### src/rtl/syzygy_dac_init.sv
// Sole controller of the DAC pod SPI engine: after a startup delay it writes and read-verifies
// the init table, then serves single host register reads/writes.
module syzygy_dac_init #(
  parameter int unsigned            INIT_LEN       = 4,
  parameter logic [14*INIT_LEN-1:0] INIT_TABLE     = {14'h0700, 14'h0300, 14'h0200, 14'h0100},
  parameter int unsigned            STARTUP_CYCLES = 1000,
  parameter int unsigned            MAX_RETRIES    = 2,
  parameter int unsigned            TIMEOUT_CYCLES = 10000
) (
  input  logic       clk,
  input  logic       reset,
  output logic [5:0] spi_reg,
  output logic [7:0] spi_data_in,
  output logic       spi_rw,
  output logic       spi_send,
  input  logic       spi_done,
  input  logic [7:0] spi_data_out,
  input  logic       host_req,
  input  logic       host_rw,
  input  logic [5:0] host_reg,
  input  logic [7:0] host_wdata,
  output logic       host_ack,
  output logic [7:0] host_rdata,
  output logic       host_timeout,
  output logic       init_done,
  output logic       init_error,
  output logic [3:0] err_index
);
  // state     | meaning
  // STARTUP   | power-up delay before the first transfer
  // ISSUE_W   | launch write of the current table entry
  // WAIT_W    | wait for that write to complete
  // ISSUE_R   | launch readback of the same register
  // WAIT_R    | wait for the readback, capture data
  // CHECK     | compare readback, retry / flag / advance
  // READY     | init finished, accept host requests
  // HOST_WAIT | host transfer in flight
  // ACK_GAP   | one idle cycle after host_ack
  typedef enum logic [3:0] {
    ST_STARTUP, ST_ISSUE_W, ST_WAIT_W, ST_ISSUE_R, ST_WAIT_R,
    ST_CHECK, ST_READY, ST_HOST_WAIT, ST_ACK_GAP
  } state_t;

  localparam int unsigned SW = (STARTUP_CYCLES > 1) ? $clog2(STARTUP_CYCLES) : 1;
  localparam int unsigned TW = (TIMEOUT_CYCLES > 1) ? $clog2(TIMEOUT_CYCLES) : 1;
  localparam int unsigned RW = (MAX_RETRIES > 0) ? $clog2(MAX_RETRIES + 1) : 1;
  localparam logic [SW-1:0] START_LOAD = SW'((STARTUP_CYCLES > 0) ? STARTUP_CYCLES - 1 : 0);
  localparam logic [TW-1:0] TMR_LOAD   = TW'((TIMEOUT_CYCLES > 0) ? TIMEOUT_CYCLES - 1 : 0);
  localparam logic [RW-1:0] RETRY_MAX  = RW'(MAX_RETRIES);
  localparam logic [3:0]    LAST_IDX   = 4'(INIT_LEN - 1);

  state_t        state_q;
  logic [SW-1:0] start_q;
  logic [TW-1:0] tmr_q;
  logic          seen_low_q;
  logic [3:0]    idx_q;
  logic [RW-1:0] retry_q;
  logic [7:0]    rd_q;
  logic [5:0]    spi_reg_q;
  logic [7:0]    spi_data_q;
  logic          spi_rw_q;
  logic          spi_send_q;
  logic          host_ack_q;
  logic [7:0]    host_rdata_q;
  logic          host_timeout_q;
  logic          init_done_q;
  logic          init_error_q;
  logic [3:0]    err_index_q;

  logic [13:0] entry;
  logic        last_entry;
  logic        in_wait;
  logic        xfer_done;
  logic        xfer_to;

  assign entry      = 14'(INIT_TABLE >> (14 * idx_q));
  assign last_entry = (idx_q == LAST_IDX);
  assign in_wait    = (state_q == ST_WAIT_W) || (state_q == ST_WAIT_R) || (state_q == ST_HOST_WAIT);
  // Completion needs the engine to have dropped spi_done first, otherwise the
  // still-idle level right after the send would look like a finished transfer.
  assign xfer_done  = seen_low_q & spi_done;
  assign xfer_to    = ~xfer_done & (tmr_q == '0);

  always_ff @(posedge clk) begin
    if (reset) begin
      state_q        <= ST_STARTUP;
      start_q        <= START_LOAD;
      tmr_q          <= '0;
      seen_low_q     <= 1'b0;
      idx_q          <= '0;
      retry_q        <= '0;
      rd_q           <= '0;
      spi_reg_q      <= '0;
      spi_data_q     <= '0;
      spi_rw_q       <= 1'b0;
      spi_send_q     <= 1'b0;
      host_ack_q     <= 1'b0;
      host_rdata_q   <= '0;
      host_timeout_q <= 1'b0;
      init_done_q    <= 1'b0;
      init_error_q   <= 1'b0;
      err_index_q    <= '0;
    end else begin
      spi_send_q     <= 1'b0;
      host_ack_q     <= 1'b0;
      host_timeout_q <= 1'b0;
      if (in_wait) begin
        if (!spi_done) seen_low_q <= 1'b1;
        if (tmr_q != '0) tmr_q <= tmr_q - 1'b1;
      end
      case (state_q)
        ST_STARTUP: begin
          if (start_q == '0) state_q <= ST_ISSUE_W;
          else start_q <= start_q - 1'b1;
        end
        ST_ISSUE_W: begin
          if (spi_done) begin
            spi_reg_q  <= entry[13:8];
            spi_data_q <= entry[7:0];
            spi_rw_q   <= 1'b0;
            spi_send_q <= 1'b1;
            tmr_q      <= TMR_LOAD;
            seen_low_q <= 1'b0;
            state_q    <= ST_WAIT_W;
          end
        end
        ST_WAIT_W, ST_WAIT_R: begin
          if (xfer_done) begin
            if (state_q == ST_WAIT_R) begin
              rd_q    <= spi_data_out;
              state_q <= ST_CHECK;
            end else begin
              state_q <= ST_ISSUE_R;
            end
          end else if (xfer_to) begin
            if (!init_error_q) begin
              init_error_q <= 1'b1;
              err_index_q  <= idx_q;
            end
            init_done_q <= 1'b1;
            state_q     <= ST_READY;
          end
        end
        ST_ISSUE_R: begin
          if (spi_done) begin
            spi_data_q <= '0;
            spi_rw_q   <= 1'b1;
            spi_send_q <= 1'b1;
            tmr_q      <= TMR_LOAD;
            seen_low_q <= 1'b0;
            state_q    <= ST_WAIT_R;
          end
        end
        ST_CHECK: begin
          if (rd_q != entry[7:0] && retry_q < RETRY_MAX) begin
            retry_q <= retry_q + 1'b1;
            state_q <= ST_ISSUE_W;
          end else begin
            // A permanently failing entry is flagged but the rest of the table still runs.
            if (rd_q != entry[7:0] && !init_error_q) begin
              init_error_q <= 1'b1;
              err_index_q  <= idx_q;
            end
            retry_q <= '0;
            if (last_entry) begin
              init_done_q <= 1'b1;
              state_q     <= ST_READY;
            end else begin
              idx_q   <= idx_q + 1'b1;
              state_q <= ST_ISSUE_W;
            end
          end
        end
        ST_READY: begin
          if (host_req && spi_done) begin
            spi_reg_q  <= host_reg;
            spi_data_q <= host_wdata;
            spi_rw_q   <= host_rw;
            spi_send_q <= 1'b1;
            tmr_q      <= TMR_LOAD;
            seen_low_q <= 1'b0;
            state_q    <= ST_HOST_WAIT;
          end
        end
        ST_HOST_WAIT: begin
          if (xfer_done) begin
            host_ack_q <= 1'b1;
            if (spi_rw_q) host_rdata_q <= spi_data_out;
            state_q <= ST_ACK_GAP;
          end else if (xfer_to) begin
            host_ack_q     <= 1'b1;
            host_timeout_q <= 1'b1;
            state_q        <= ST_ACK_GAP;
          end
        end
        ST_ACK_GAP: state_q <= ST_READY;
        default:    state_q <= ST_STARTUP;
      endcase
    end
  end

  assign spi_reg      = spi_reg_q;
  assign spi_data_in  = spi_data_q;
  assign spi_rw       = spi_rw_q;
  assign spi_send     = spi_send_q;
  assign host_ack     = host_ack_q;
  assign host_rdata   = host_rdata_q;
  assign host_timeout = host_timeout_q;
  assign init_done    = init_done_q;
  assign init_error   = init_error_q;
  assign err_index    = err_index_q;

endmodule

### config.mk
export PLATFORM = sky130hd
export DESIGN_NAME = syzygy_dac_init
export DESIGN_NICKNAME = d
export VERILOG_FILES = /design/src/rtl/syzygy_dac_init.sv
export SDC_FILE = /design/constraint.sdc
export NUM_CORES = 1
export LEC_CHECK = 0
export BUFFER_PORTS_ARGS = -buffer_cell sky130_fd_sc_hd__buf_2
export CAP_MARGIN = 30
export CORE_ASPECT_RATIO = 1.25
export CORE_UTILIZATION = 56
export DETAILED_ROUTE_END_ITERATION = 8
export PLACE_DENSITY_LB_ADDON = 0.1
export SYNTH_ARGS = -nofsm -noshare
export SYNTH_HDL_FRONTEND = slang
export SYNTH_SLANG_ARGS = --single-unit
### constraint.sdc
create_clock -name clk -period 2.6 [get_ports clk]
set_input_delay 0.26 -clock clk [delete_from_list [all_inputs] [get_ports clk]]
set_output_delay 0.26 -clock clk [all_outputs]
set_load 0.03 [all_outputs]
### Word-level counts from Yosys, hierarchy flattened

Cells that the tools add are included.

| word-level totals | value |
|---|---|
| bits in registers | 75 |
| bits of input ports | 27 |
| logic and storage cells | 133 |

| operators by class | value |
|---|---|
| add/subtract/negate cells | 4 |
| multipliers | 1 |
| order comparisons | 1 |
| equality and inequality tests | 22 |
| shift-type cells | 1 |
| multiplexer cells | 53 |
| bitwise gates (word level) | 7 |
| reductions and logical operators | 27 |

Operator list:

| cell | count |
|---|---|
| $mux W14 | 4 |
| $shr A53 B8 Y14 const A | 1 |
| $mux W4 | 13 |
| $pmux W4 S8 | 1 |
| $pmux W14 S2 | 1 |
| $mux W8 | 3 |
| $pmux W8 S3 | 1 |
| $ne A2 B2 Y1 const B | 10 |
| $mux W1 | 17 |
| $eq A4 B3 Y1 const B | 4 |
| $logic_not A14 Y1 | 1 |
| $reduce_bool A14 Y1 | 1 |
| $sub A14 B1 Y14 const B | 1 |
| $eq A4 B2 Y1 const B | 3 |
| $mux W6 | 2 |
| $pmux W6 S2 | 1 |
| $reduce_and A3 Y1 | 4 |
| $reduce_and A6 Y1 | 2 |
| $logic_not A10 Y1 | 1 |
| $reduce_and A5 Y1 | 2 |
| $sub A10 B1 Y10 const B | 1 |
| $mux W3 | 3 |
| $ne A8 B8 Y1 | 1 |
| $pmux W1 S2 | 4 |
| other kinds (22) | 34 |

### Longest topological paths before layout

| depth | value |
|---|---|
| depth after elaboration | 7 |
| mapped depth | 8 |
| mapped depth without buffers | 7 |

### Least setup slack after synthesis

No wires, ideal clock.

| timing | value |
|---|---|
| path kind | register to register |
| start | register start_q[0] |
| end | register state_q[0] |
| arrival time | 1.981 ns |
| required time | 2.528 ns |
| slack | 0.548 ns |
| stages on the path, launching flop included | 8 |
| period minus slack after synthesis | 2.052 ns |
| cell sequence | dfxtp_1 -> inv_1 -> ha_1 -> or4b_4 -> o311ai_4 -> o21ai_2 -> a31oi_4 -> mux2i_1 |

| on the way | value |
|---|---|
| cells in the longest elaborated chain, start to end | 3 |

Ends and longest elaborated chain:

| item | RTL line | source |
|---|---|---|
| start: declaration | 53 | `logic [SW-1:0] start_q;` |
| start signal: assignment | 114 | `else start_q <= start_q - 1'b1;` |
| $logic_not A10 Y1 | 113 | `if (start_q == '0) state_q <= ST_ISSUE_W;` |
| $ne A2 B2 Y1 (no source line) | - |  |
| $reduce_and A6 Y1 (no source line) | - |  |
| end signal: assignment | 113 |  |
| end signal: assignment | 124 | `state_q <= ST_WAIT_W;` |
| end signal: assignment | 131 | `state_q <= ST_CHECK;` |
| end: declaration | 52 | `state_t state_q;` |

Every way passes these cells.
A chain may end at the register's enable or synchronous reset.

### Worst setup path after layout

Ends and elaborated chain as after synthesis.

==> run summary <==
outcome: finished, final reports clean
Slew @ Worst Pin: 711 ps
Layout Skew: 7.35 ps
WS Path Type: register to register
DR iter-0 viols: 131
Ant. Diodes: 0
post-synth cell types: 58
Finish-stage setup viols: 0
Post-CTS Hold Buffers: 0
post-route ant nets: 0
P&R area growth vs syn: 17.1%
Post-layout nets: 470
Avg Vias per Cell: 5.52
residual DRC count: 0
largest net degree at the start of global routing: 41
worst hold path endpoint: spi_data_in[0]
Avg WL per Cell: 13.6 µm
Final Hold Fails: 0
final period utilization: 0.881
Resized Gates After CTS: 0
minimum clock period: 2290 ps
hpwl dp: 5080 µm
most flop-heavy register: tmr_q
largest registers: tmr_q: 14 flops, start_q: 10 flops
first-pass GRT wire length: 12800 µm
number of enable-type register cells in the synthesized netlist: 0
Post-Route WL: 7140 µm
R2R Path End: state_q[0]
Syn Inst Count: 372
hold path depth: 2
Core Util, Final: 0.691
CP max FO: 8
Tot GR Track Use: 0.245
Buffers & Inverters on Critical Path: 1
Reg2Reg Setup Slack: 310 ps
critical-path cell with the highest stage delay: or4b_4
Final Max Slew Viols: 0
row count: 31
CTS tree: yes
DRT Pass-1 Iters: 4
CTS root buffer: clkbuf_8
starting density of the core: 0.590
static leakage: 1.67 nW
RR Startpoint: start_q[0]
global route total overflow: 0
CTS Buffer Depth: 2
layout cells sized above 1: 0.239
post-synthesis register bit count: 75
GPL Wtd Cong: 0.863
clk sinks: 75
Synthesis Warnings: 0
# Post-CTS Setup Buffers: 0
setup total negative slack: 0 ps
predominant post-synthesis flop cell: dfxtp_1
hold_sp: host_wdata[0]
Worst R2R Path Depth: 7
# IOs: 59
WP data required: 2860 ps
initial antenna violation count: 0
max reg flops: 14
DIE HEIGHT: 89.8 µm
Worst Path Arrival: 2550 ps
Synth Cell Area: 3460 µm²
RSZ-0062 raised after global routing: no
max-cap viol count: 0
Worst VDD drop: 0.392 mV
crit path cell chain: inv_1 -> ha_1 -> or4b_4 -> o311ai_4 -> o21ai_2 -> a31oi_4 -> mux2i_1
critical path capture point type: register
Tot Pwr: 2.86 mW
Post-synth ARST share: 0
Pwr Density: 707 nW/µm²
max incr delay on CP: 520 ps
register clock-pin slew on the reported worst setup and hold paths: 70 ps
Critical Path Start Type: register
vias: 2905
Core Area: 5860 µm²
syn nets: 403
vias in the first global route: 2797
Worst-Skew Late Latency: 340 ps
register area share after synthesis: 0.434
die area: 6490 µm²
Mean Syn Cell Area: 9.29 µm²
hold crit path type: primary input to register
Rel. slew slack: 0.526
H-tree depth: 3
Max Clk Rate: 437 MHz
DIE WIDTH: 72.3 µm
CP delay by family, top: compound AO/OA/AOI/OAI gates
number of port buffers: 58
total CTS buffers: 9
==> per-layer routing <==
layer	routed length [µm]	GRT usage
met1	3150	0.307
met3	322	0.0673
met2	3540	0.398
met5	0	0
met4	133	0.0866
==> metrics by stage <==
step                hold slack (ps)  std cells  setup WS [ps]  area [µm²]
floorplan                       386        372            548        3460
global placement                452        510            467        3890
detailed placement              457        510            337        3890
CTS                             112        526            322        4050
global route                    105        526            199        4050
finish                          130        526            311        4050
==> cells by family (layout without fill, tap and decap cells) <==
logic type,after synthesis,in the layout,share of synthesized area
and+or+nand+nor,152,152,0.245
DFF,75,75,0.434
AOI/OAI and AO/OA,63,63,0.140
buffers and inverters,30,102,0.0362
muxes,25,25,0.0724
xor gates and xnor gates,23,23,0.0583
adders and majority gates,4,4,0.0145
==> Yosys cell counts, types with 2 or more instances <==
master / count / area (µm²)
a2111oi_0: 3 / 26.3
a211oi_1: 4 / 30.0
a21oi_1: 27 / 135
a22o_1: 8 / 70.1
a31oi_1: 2 / 12.5
buf_2: 6 / 30.0
clkbuf_1: 10 / 37.5
dfxtp_1: 75 / 1500
ha_1: 4 / 50.1
inv_1: 11 / 41.3
mux2i_1: 25 / 250
nand2_1: 13 / 48.8
nand2b_1: 15 / 93.8
nand3_1: 9 / 45.0
nand4_1: 11 / 68.8
nor2_1: 50 / 188
nor2b_1: 5 / 31.3
nor3_1: 11 / 55.1
nor3b_1: 4 / 30.0
nor4_1: 12 / 75.1
nor4b_1: 2 / 17.5
o21ai_0: 2 / 10.0
or2_2: 2 / 12.5
or3_1: 5 / 31.3
or4_4: 2 / 22.5
xnor2_1: 10 / 87.6
xor2_1: 13 / 114
==> where the power goes <==
part | switching (mW) | internal [mW] | leakage (nW)
combinational | 0.491 | 0.343 | 0.982
clock | 0.389 | 0.343 | 0.0812
sequential | 0.0849 | 1.21 | 0.605
total | 0.964 | 1.90 | 1.67
==> final cells by class <==
| cell class | instances | area [µm²] |
|---|---|---|
| multi-input combinational | 267 | 1830 |
| inverter | 11 | 41.3 |
| timing repair buffer | 75 | 418 |
| clock buffer | 13 | 139 |
| sequential | 75 | 1500 |
| tap | 82 | 103 |
| fill | 481 | 1810 |
| clock inverter | 3 | 15.0 |
==> worst max path at each step <==
stage                     slack (ps)  cells after the start        from         end
after global placement           470                      7  start_q[0]  state_q[1]
after CTS                        320                      7  start_q[0]  state_q[0]
final                            310                      7  start_q[0]  state_q[0]
after floorplan                  550                      7  start_q[0]  state_q[0]
after detailed placement         340                      7  start_q[0]  state_q[0]
after global routing             200                      7  start_q[0]  state_q[0]
==> cell usage in the layout (no fill, tap or decap), drive strengths merged, types with 11 or more instances in the layout <==
| master | count |
|---|---|
| nand2 | 13 |
| nand2b | 15 |
| nor3 | 12 |
| xor2 | 13 |
| a21oi | 27 |
| inv | 11 |
| nand4 | 11 |
| clkbuf | 13 |
| nor4 | 13 |
| buf | 75 |
| dfxtp | 75 |
| mux2i | 25 |
| nor2 | 50 |
(Power assumes the default switching activity.)
